==> src/rtl/led_pwm_pkg.sv <==
// rtl/led_pwm_pkg.sv - shared opcodes, parser states and PWM constants for led_stream_pwm
package led_pwm_pkg;

  localparam logic [2:0] OP_SET_DUTY  = 3'd0;
  localparam logic [2:0] OP_SET_ALL   = 3'd1;
  localparam logic [2:0] OP_SET_PRESC = 3'd2;

  // Last pwm_cnt value; a period is 0..PWM_TOP, i.e. 255 ticks
  localparam logic [7:0] PWM_TOP = 8'd254;

  typedef enum logic {
    IDLE  = 1'b0,
    VALUE = 1'b1
  } parse_state_e;

endpackage

==> src/rtl/pwm_channel.sv <==
// rtl/pwm_channel.sv - one PWM channel: shadow/active duty pair and registered compare
module pwm_channel (
  input  logic       bus_clk,
  input  logic       rst_n,
  input  logic       wr,
  input  logic [7:0] wdata,
  input  logic       wrap,
  input  logic [7:0] pwm_cnt,
  output logic       led
);

  logic [7:0] shadow_q, shadow_d;
  logic [7:0] active_q, active_d;
  logic       led_q, led_d;

  // Shadow takes host writes at any time; active only copies it on the period wrap,
  // so a write landing on the wrap cycle is picked up one period later.
  always_comb begin
    shadow_d = wr ? wdata : shadow_q;
    active_d = wrap ? shadow_q : active_q;
    led_d    = (pwm_cnt < active_q);
  end

  // Duty registers and the output register
  always_ff @(posedge bus_clk or negedge rst_n) begin
    if (!rst_n) begin
      shadow_q <= 8'd0;
      active_q <= 8'd0;
      led_q    <= 1'b0;
    end else begin
      shadow_q <= shadow_d;
      active_q <= active_d;
      led_q    <= led_d;
    end
  end

  assign led = led_q;

endmodule

==> src/rtl/led_stream_pwm.sv <==
// rtl/led_stream_pwm.sv - two-byte command parser driving double-buffered 8-bit LED PWM
module led_stream_pwm
  import led_pwm_pkg::*;
#(
  parameter int         NUM_LEDS  = 4,
  parameter logic [7:0] PRESC_RST = 8'd99
) (
  input  logic                bus_clk,
  input  logic                rst_n,
  input  logic                user_w_led_wren,
  input  logic [7:0]          user_w_led_data,
  input  logic                user_w_led_open,
  output logic                user_w_led_full,
  output logic [NUM_LEDS-1:0] led,
  output logic                cmd_err
);

  localparam logic [2:0] NUM_LEDS_W = 3'(NUM_LEDS);

  parse_state_e state_q, state_d;
  logic [2:0]   hdr_op_q, hdr_op_d;
  logic [1:0]   hdr_idx_q, hdr_idx_d;
  logic         err_q, err_d;
  logic         full_q, full_d;
  logic [7:0]   presc_q, presc_d;
  logic [7:0]   presc_cnt_q, presc_cnt_d;
  logic [7:0]   pwm_cnt_q, pwm_cnt_d;

  logic byte_in;
  logic exec;
  logic idx_ok;
  logic set_duty;
  logic set_all;
  logic set_presc;
  logic tick;
  logic wrap;

  // A closed device file masks the strobe entirely
  assign byte_in = user_w_led_open && user_w_led_wren;
  assign idx_ok  = ({1'b0, hdr_idx_q} < NUM_LEDS_W);

  // Parser state register
  always_ff @(posedge bus_clk or negedge rst_n) begin
    if (!rst_n) begin
      state_q   <= IDLE;
      hdr_op_q  <= 3'd0;
      hdr_idx_q <= 2'd0;
    end else begin
      state_q   <= state_d;
      hdr_op_q  <= hdr_op_d;
      hdr_idx_q <= hdr_idx_d;
    end
  end

  // Parser next state: latch a header with bit 7 set, consume the value byte, drop on close
  always_comb begin
    state_d   = state_q;
    hdr_op_d  = hdr_op_q;
    hdr_idx_d = hdr_idx_q;
    if (!user_w_led_open) begin
      state_d = IDLE;
    end else if (user_w_led_wren) begin
      case (state_q)
        IDLE: begin
          if (user_w_led_data[7]) begin
            state_d   = VALUE;
            hdr_op_d  = user_w_led_data[6:4];
            hdr_idx_d = user_w_led_data[1:0];
          end
        end
        VALUE:   state_d = IDLE;
        default: state_d = IDLE;
      endcase
    end
  end

  // Parser outputs: command execution strobes and protocol error
  always_comb begin
    exec      = byte_in && (state_q == VALUE);
    set_duty  = exec && (hdr_op_q == OP_SET_DUTY) && idx_ok;
    set_all   = exec && (hdr_op_q == OP_SET_ALL);
    set_presc = exec && (hdr_op_q == OP_SET_PRESC);
    err_d     = (byte_in && (state_q == IDLE) && !user_w_led_data[7]) ||
                (exec && (hdr_op_q == OP_SET_DUTY) && !idx_ok) ||
                (exec && (hdr_op_q > OP_SET_PRESC));
  end

  // Prescaler and period counter; a prescaler write restarts the prescale count
  always_comb begin
    tick        = (presc_cnt_q == presc_q);
    wrap        = tick && (pwm_cnt_q == PWM_TOP);
    full_d      = 1'b0;
    presc_d     = set_presc ? user_w_led_data : presc_q;
    presc_cnt_d = (set_presc || tick) ? 8'd0 : presc_cnt_q + 8'd1;
    pwm_cnt_d   = pwm_cnt_q;
    if (tick) begin
      pwm_cnt_d = wrap ? 8'd0 : pwm_cnt_q + 8'd1;
    end
  end

  // Datapath and status registers
  always_ff @(posedge bus_clk or negedge rst_n) begin
    if (!rst_n) begin
      err_q       <= 1'b0;
      full_q      <= 1'b1;
      presc_q     <= PRESC_RST;
      presc_cnt_q <= 8'd0;
      pwm_cnt_q   <= 8'd0;
    end else begin
      err_q       <= err_d;
      full_q      <= full_d;
      presc_q     <= presc_d;
      presc_cnt_q <= presc_cnt_d;
      pwm_cnt_q   <= pwm_cnt_d;
    end
  end

  for (genvar i = 0; i < NUM_LEDS; i++) begin : g_ch
    logic ch_wr;
    assign ch_wr = set_all || (set_duty && (hdr_idx_q == 2'(i)));

    pwm_channel u_ch (
      .bus_clk (bus_clk),
      .rst_n   (rst_n),
      .wr      (ch_wr),
      .wdata   (user_w_led_data),
      .wrap    (wrap),
      .pwm_cnt (pwm_cnt_q),
      .led     (led[i])
    );
  end

  assign cmd_err         = err_q;
  assign user_w_led_full = full_q;

endmodule

==> config.mk <==
export PLATFORM = sky130hd
export DESIGN_NAME = led_stream_pwm
export DESIGN_NICKNAME = d
export VERILOG_FILES = /design/src/rtl/led_pwm_pkg.sv /design/src/rtl/pwm_channel.sv /design/src/rtl/led_stream_pwm.sv
export SDC_FILE = /design/constraint.sdc
export NUM_CORES = 1
export LEC_CHECK = 0
export CAP_MARGIN = 20
export CORE_MARGIN = 5
export CORE_UTILIZATION = 55
export DETAILED_ROUTE_END_ITERATION = 12
export PLACE_DENSITY = 0.76
export SLEW_MARGIN = 20
export SYNTH_ARGS = -nofsm -noshare
export SYNTH_HDL_FRONTEND = slang
export SYNTH_SLANG_ARGS = --single-unit
==> constraint.sdc <==
create_clock -name bus_clk -period 1.7 [get_ports bus_clk]
set_input_delay 0.255 -clock bus_clk [delete_from_list [all_inputs] [get_ports bus_clk]]
set_output_delay 0.255 -clock bus_clk [all_outputs]
set_load 0.005 [all_outputs]
==> results.md, run 1 <==
- The required time of the worst setup path is 1.95 ns.
- Detailed placement finished with a half-perimeter wire length of 7.09 mm.
- The final reports fail on setup timing.
- The critical path launch point is presc_q[1].
- The clock-pin slew on the worst setup and hold paths is 0.10 ns.
- The routed design has 10.1 mm of wire.
- The flow ran to the end, but the final reports show violations.
- The gate count after technology mapping is 375.
- For the final database, setup skew stands at 0.0143 ns.
- TritonCTS built the clock tree.
- Leaving out filler cells and counting taps, the final layout contains 545.
- The die is 104 µm tall.
- After the first detailed-routing iteration, the DRC count stood at 83.
- STA classifies the critical path endpoint as a flip-flop.
- The post-route antenna net violation count is 0.
- The vias after detailed routing is 3061.
- The startpoint identified for the worst register-to-register timing path is presc_q[1].
- Yosys printed 0 warnings.
- In this run the worst path has a maximum fanout of 16.
- For this configuration, the core starts out at a cell density of 0.563.
- The buffer depth of the longest clock path is 2.
- Of the total synthesized cell area, the portion taken by AND, OR, NAND and NOR gates is 0.0753.
- The number of antenna violations at the first check in global routing is 0.
- The final hold violation count is 0.
- The die outline area is 10900 µm².
- The adder-cell share of the synthesized area is 0.0794.
- The xor and xnor area share after synthesis is 0.0251.
- Clock tree synthesis selected as its root buffer the cell clkbuf_8.
- Counting both buffers and inverters, the worst setup path holds a total of 2.
- Dividing total power by cell area gives a power density of 1250 nW/µm².
- After detailed routing, the average wire length per cell comes to 18.5 µm.
- Walking the worst path, the cells encountered are xor2_1, nor4_4, buf_6, nand3_4, buf_12, mux2_4.
- At the worst endpoint, the arrival time is 2.09 ns.
- The first global-routing pass estimated 16.8 mm of wire.
- The placed instances occupy a cell area of 5400 µm².
- The total DRC errors in the routed layout is 0.
- For this run, the register share of the synthesized area comes to 0.514.
- The total of max-cap violations is 0.
- For this run, the post-layout net count is 475.
- In this run the core area contains 34 standard-cell rows.
- The startpoint type of the worst setup path is a flip-flop.
- The number of input and output port buffers inserted is 17.
- Derived from the worst setup path, the maximum achievable clock frequency is 0.541 GHz.
- Once routing completed, OpenROAD measured the worst setup slack at -0.147 ns.
- CTS built an H-tree with a depth of 3.
- From synthesis to final layout, the design area changed by 18.2%.
- By area, the combinational part of the netlist is dominated by multiplexers.
- The type of the tightest min-delay check is in2async.
- The longest individual stage delay on the worst path is 0.55 ns.
- The number of buffers created by CTS is 9.
- The slowest stage of the critical path belongs to the cell dfstp_2.
- Global routing finished with a remaining overflow of 0.
- The number of storage elements in the synthesis netlist is 100.
- The placed instance count is 525.
- The total nets after synthesis is 418.
- The multiplexer area fraction after synthesis is 0.203.
- The via count normalized by instance count is 5.62.
- The region available for standard cell placement spans 8680 µm².
- Across every metal layer, demand over resource in global routing totals 0.196.
- The cell area after synthesis is 4880 µm².
- The later-pin clock latency in the skew report is 0.37 ns.
- Setup repair after global routing could not meet its margin everywhere.
- The most common cell after layout, fill and taps aside is dfrtp_1.
- Setup violations remaining at the end of the flow were counted as 38.
- The tree built by TritonCTS fans out to 100 sinks.
- Pin placement for this block handled 18 I/O pins.
- The die span in x is 104 µm.
- The average instance in the mapped netlist occupies 13.0 µm².
- Of the available clock period, the critical path in the final layout requires 1.09.
- The number of global-route vias before repair is 3295.
- The worst setup path is of the reg2reg kind.
- The routability-driven placement congestion ratio is 0.803.
- With fillers left out, the area of the finished cells amounts to 5780 µm².
- The minimum clock period after layout is 1.85 ns.
- The family of cells with the greatest summed delay on the critical path is flip-flops.
- The number of library cell types mapped by synthesis is 44.
- The number of antenna cells inserted is 0.
- In the final layout, the share of cells above drive strength 1 is 0.373.
- The first detailed-routing pass took 4 iterations.
- In the layout the commonest cells are dfrtp_1 (93), mux2_2 (47), inv_1 (33), buf_4 (32).
- The area fraction in compound gates after synthesis was 0.0612.
- The count of final max-slew check failures is 0.
- Entering global routing, the biggest net connects 34 pins.
- The worst-case IR drop observed on VDD is 0.878 mV.
- The leakage power of the design is 0.00281 µW.
-- power breakdown --
group,switching (µW),leakage (µW),internal (µW)
logic,1240,0.00141,1310
clock network,780,0.0000956,653
registers,323,0.00131,2890
-- Yosys cell counts --
cell type | count | area (µm²)
a21boi_0 | 4 | 30.0
a21o_1 | 7 | 52.6
a21oi_1 | 9 | 45.0
a22o_1 | 3 | 26.3
a311oi_1 | 4 | 35.0
and2_1 | 1 | 6.26
and3_1 | 8 | 50.1
and4_1 | 1 | 8.76
buf_2 | 2 | 10.0
buf_4 | 4 | 30.0
buf_6 | 3 | 33.8
clkbuf_1 | 2 | 7.51
conb_1 | 1 | 3.75
dfrtp_1 | 95 | 2380
dfstp_2 | 5 | 131
ha_1 | 31 | 388
inv_1 | 33 | 124
mux2_2 | 47 | 529
mux2_4 | 30 | 450
mux2i_1 | 1 | 10.0
nand2_1 | 8 | 30.0
nand2_2 | 1 | 6.26
nand2b_1 | 1 | 6.26
nand3_1 | 8 | 40.0
nand3_2 | 1 | 10.0
nand4_1 | 1 | 6.26
nand4b_1 | 1 | 8.76
nor2_1 | 17 | 63.8
nor2_2 | 4 | 25.0
nor2b_1 | 3 | 18.8
nor3_1 | 1 | 5.00
nor3b_1 | 2 | 15.0
nor3b_2 | 1 | 12.5
nor4_4 | 2 | 42.5
o2111ai_1 | 1 | 8.76
o211ai_1 | 1 | 7.51
o21ai_0 | 7 | 35.0
o21ai_1 | 2 | 10.0
o31a_1 | 1 | 8.76
o31ai_1 | 3 | 22.5
o41ai_1 | 2 | 17.5
or2_2 | 2 | 12.5
xnor2_1 | 1 | 8.76
xor2_1 | 13 | 114
-- stage by stage --
stage | setup TNS (ns) | utilization | setup slack [ns] | total power (µW) | hold WS, ns
finish | -4.29 | 0.666 | -0.147 | 7190 | 0.363
global route | -7.92 | 0.666 | -0.215 | 7670 | 0.406
CTS | -4.61 | 0.656 | -0.150 | 7110 | 0.358
detailed placement | -15.36 | 0.622 | -0.304 | 5500 | 0.214
global placement | -14.24 | 0.622 | -0.274 | 5340 | 0.218
floorplan | -3.23 | - | -0.0595 | 4560 | -0.0406
-- cell families (layout without fill, tap and decap cells) --
| family | Yosys count | after routing |
|---|---|---|
| compound gates | 44 | 44 |
| xor+xnor | 14 | 14 |
| fa+ha+maj | 31 | 31 |
| buf+inv | 44 | 106 |
| flops | 100 | 100 |
| mux | 78 | 78 |
| other cells | 1 | 1 |
| simple gates | 63 | 63 |
-- sequential cells by signal, summed over array words and instances, names as in the netlist --
signal	count
cmd_err	1
g_ch.u_ch.active_q	32
g_ch.u_ch.led	4
g_ch.u_ch.shadow_q	32
hdr_idx_q	2
hdr_op_q	3
presc_cnt_q	8
presc_q	8
pwm_cnt_q	8
state_q	1
user_w_led_full	1
-- metal layers --
metal / wire length (µm) / GRT usage / vias to the layer above
met2: 5040 / 0.324 / 50
met5: 0 / 0 / -
met4: 401 / 0.101 / 0
met3: 324 / 0.0403 / 25
met1: 4300 / 0.243 / 1558
li1: - / - / 1428
-- path summary, 6_finish.rpt --
kind	end	slack (ns)	cells after the start
min in group bus_clk	g_ch[2].u_ch.active_q[4]	0.50	1
max in group asynchronous	presc_q[6]	0.67	3
hold / removal	g_ch[2].u_ch.active_q[6]	0.36	2
hold reg to reg	g_ch[2].u_ch.active_q[4]	0.50	1
setup / recovery	g_ch[1].u_ch.active_q[6]	-0.15	6
setup reg to reg	g_ch[1].u_ch.active_q[6]	-0.15	6
-- timing repair --
action,CTS,global route
gates resized for setup,14,21
endpoints found under the hold margin,28,0
buffers inserted,2,0
pin swaps,3,6
hold buffers,1,0
cloned,1,0
endpoints found under the setup margin,63,59
-- final cells by class --
class,instances,area (µm²)
clock buffer,13,169
clock inverter,3,21.3
fill,683,2900
inverter,33,124
multi-input combinational,231,2280
sequential,100,2510
tap,108,135
timing repair buffer,57,534
(Power assumes the default switching activity.)
==> run 2: changes to the inputs <==
--- a/config.mk
+++ b/config.mk
@@ -7,9 +7,8 @@
 export LEC_CHECK = 0
 export CAP_MARGIN = 20
 export CORE_MARGIN = 5
-export CORE_UTILIZATION = 55
+export CORE_UTILIZATION = 44
 export DETAILED_ROUTE_END_ITERATION = 12
-export PLACE_DENSITY = 0.76
 export SLEW_MARGIN = 20
 export SYNTH_ARGS = -nofsm -noshare
 export SYNTH_HDL_FRONTEND = slang
==> run 2 against run 1 <==
Against the previous run: global-route usage is 4.1 points lower; the flow still finishes with violations (setup timing); critical path depth is 1 higher; maximum frequency is 2.6% higher; utilization shrank 12 points; highest routed layer unchanged; clock-buffer cell count shrank 1; first-iteration DRC count shrank 20%; sequential cell count did not move; via count fell by 3.9%; sequential power about the same; clock skew fell by 0.0055 ns; wire length fell by 5.4%.
==> results.md, run 2 (synthesis gave the netlist of run 1 again) <==
- For this run, the slowest stage of the critical path takes 0.54 ns.
- The peak supply drop is 0.662 mV.
- At the end of routability-driven placement, the weighted congestion stood at 0.775.
- The family of cells with the greatest summed delay on the critical path is simple AND/OR/NAND/NOR gates.
- The most common cell after layout, fill and taps aside is dfrtp_1.
- The number of sinks handled by clock tree synthesis is 100.
- The die outline area is 13300 µm².
- The largest registers in the layout are g_ch.u_ch.active_q (32), g_ch.u_ch.shadow_q (32).
- TritonCTS built the clock tree.
- The critical path is of the reg2reg type.
- Compared with the post-synthesis result, the final layout area differs by 21.8%.
- The required time of the worst setup path is 1.99 ns.
- The worst-case setup slack after placement is -0.295 ns.
- The floorplan step defined a core boundary enclosing 10800 µm².
- The total overflow reported by the global router is 0.
- Clock latency on the worst-skew pair, taken at its later pin, is 0.36 ns.
- The number of H-tree levels is 3.
- The number of antenna violations at the first check in global routing was 0.
- The number of cells on the worst reg-to-reg path is 7.
- The standard cell with the maximum stage delay on the critical path is dfstp_2.
- The most numerous cell on the critical path is buf_4.
- The final hold violation count is 0.
- Following the worst setup path forward leads to its endpoint at pwm_cnt_q[0].
- The minimum setup slack among reg-to-reg paths is -0.1 ns.
- Together, buffers and inverters on the worst path number 2.
- The estimated wirelength of the detail-placed design is 6.72 mm.
- No sink is reached through more buffers than the 2 on the longest clock path.
- The ratio of cells with drive above 1 in the final layout is 0.371.
- The number of input and output port buffers inserted is 17.
- The number of nets at the end of the flow is 483.
- Buffers inserted during clock tree synthesis total 9.
- For this block, the routed nets add up to 9.52 mm of wire.
- The repair_antennas step left the layout with diodes totalling 0.
- The critical path goes through xor2_1, nor4_4, buf_4, buf_4, nand2_8, or2_2, o21ai_1.
- The kind of capture point of the worst setup path is a flip-flop.
- The initial cell density of the core is 0.451.
- Measured on the finished design, the core utilization comes to 0.549.
- Once routing completed, OpenROAD measured the worst setup slack at -0.0998 ns.
- Counting the fill cells in the layout gives 925.
- The logic depth of the worst path, buffers included is 7.
- The routed wire length per instance is 16.3 µm.
- For the worst setup path, the data arrival time is 2.09 ns.
- The detail route stage leaves a number of antenna-violating nets equal to 0.
- For the final database, setup skew stands at 0.00875 ns.
- In this run the count of I/O pins placed on the die edge is 18.
- The most critical setup path has its startpoint at presc_q[6].
- Counting I/O delays and the setup requirement, the final critical path takes 1.80 ns.
- In this run the critical register-to-register path is captured at pwm_cnt_q[0].
- The launching point of the worst reg2reg path is presc_q[6].
- The die outline height is 115 µm.
- Leaving out fill and tap cells, the most frequent cells in the layout are dfrtp_1 (95), mux2_2 (47), buf_4 (36), inv_1 (33), ha_1 (31).
- The die span in x is 115 µm.
- The checks that failed: setup timing.
- The number of global-route vias before repair is 3096.
- In the routed layout, each cell is associated on average with a via count of 5.03.
- Based on the critical path, the design can be clocked at up to 0.556 GHz.
- The overall fraction of global-route tracks in use is 0.155.
- The leakage power of the design is 0.00288 µW.
- The power density of the placed cells is 1240 nW/µm².
- The type of the tightest min-delay check is in2async.
- The first routing iteration left 66 violations.
- The tree is rooted in a clkbuf_8.
- The count of final max-slew check failures is 0.
- The flow ran to the end, but the final reports show violations.
- Final hold analysis gives a worst-case slack of 0.368 ns.
- The clock-pin slew on the worst setup and hold paths is 0.09 ns.
- The cell row count is 38.
- The vias after detailed routing is 2941.
- Entering global routing, the biggest net connects 44 pins.
- The pre-antenna-repair detailed-routing pass consisted of 4 iterations.
- Dividing the final minimum period by the clock period gives 1.06.
- The total DRC errors in the routed layout is 0.
- STA classifies the critical path startpoint as a flip-flop.
- Setup violations remaining at the end of the flow were counted as 39.
- The largest fanout on the critical path is 8.
- The total chip power is 7380 µW.
- The total of max-cap violations is 0.
- Setup repair after global routing could not meet its margin everywhere.
- The first global-routing pass estimated 15.8 mm of wire.
run 2: worst register-to-register path, stage by stage, from the launching register on:
cell and delay (ns):
dfstp_2 0.54, xor2_1 0.10, nor4_4 0.24, buf_4 0.18
buf_4 0.15, nand2_8 0.08, or2_2 0.32, o21ai_1 0.12
run 2: layer usage:
| metal | GRT usage | vias to the layer above | part of all wire | wire length [µm] |
|---|---|---|---|---|
| li1 | - | 1448 | - | - |
| met1 | 0.209 | 1440 | 0.47 | 4520 |
| met2 | 0.243 | 37 | 0.48 | 4550 |
| met3 | 0.0305 | 16 | 0.024 | 225 |
| met4 | 0.0673 | 0 | 0.024 | 228 |
| met5 | 0 | - | 0 | 0 |
run 2: worst min path at each step:
stage	start	endpoint	slack (ns)	cells past startpoint
after floorplan	rst_n	cmd_err	-0.04	0
after global placement	rst_n	g_ch[2].u_ch.active_q[5]	0.21	1
after detailed placement	rst_n	g_ch[2].u_ch.active_q[5]	0.22	1
after CTS	rst_n	g_ch[2].u_ch.active_q[5]	0.37	2
after global routing	rst_n	g_ch[2].u_ch.active_q[5]	0.38	2
final	rst_n	g_ch[2].u_ch.active_q[5]	0.37	2
run 2: repair_timing:
| item | 4_1_cts | 5_1_grt |
|---|---|---|
| pin swaps | 1 | 9 |
| hold buffers | 1 | 0 |
| resized for setup | 11 | 19 |
| endpoints found under the setup margin | 48 | 83 |
| setup buffers | 0 | 2 |
| hold endpoints to repair | 24 | 0 |
| gates cloned | 0 | 2 |
run 2: final cells by class:
type                            instances  area, µm²  share of cell area
Sequential cell                       100       2510               0.422
Multi-Input combinational cell        231       2290               0.385
Timing Repair Buffer                   65        633               0.106
Tap cell                              140        175              0.0294
Clock buffer                           12        145              0.0244
Inverter                               33        124              0.0208
Clock inverter                          4       72.6              0.0122
run 2: power breakdown:
part	switching [µW]	internal, µW	leakage (µW)
clock	778	869	0.000107
combinational	1180	1360	0.00146
sequential	307	2880	0.00131
total	2260	5110	0.00288
run 2: through the flow:
| stage | instance area, µm² | cells | TNS [ns] |
|---|---|---|---|
| 2_1_floorplan | 4880 | 375 | -3.23 |
| 3_3_place_gp | 5530 | 564 | -15.57 |
| 3_5_place_dp | 5530 | 564 | -16.44 |
| 4_1_cts | 5810 | 581 | -5.17 |
| 5_1_grt | 5950 | 585 | -5.35 |
| 6_report | 5950 | 585 | -2.91 |
==> run 3: changes to the inputs <==
--- a/config.mk
+++ b/config.mk
@@ -5,6 +5,7 @@
 export SDC_FILE = /design/constraint.sdc
 export NUM_CORES = 1
 export LEC_CHECK = 0
+export ABC_AREA = 0
 export CAP_MARGIN = 20
 export CORE_MARGIN = 5
 export CORE_UTILIZATION = 44
==> results of run 3 <==
The final DEF is identical to that of run 2; final timing and power are the same.
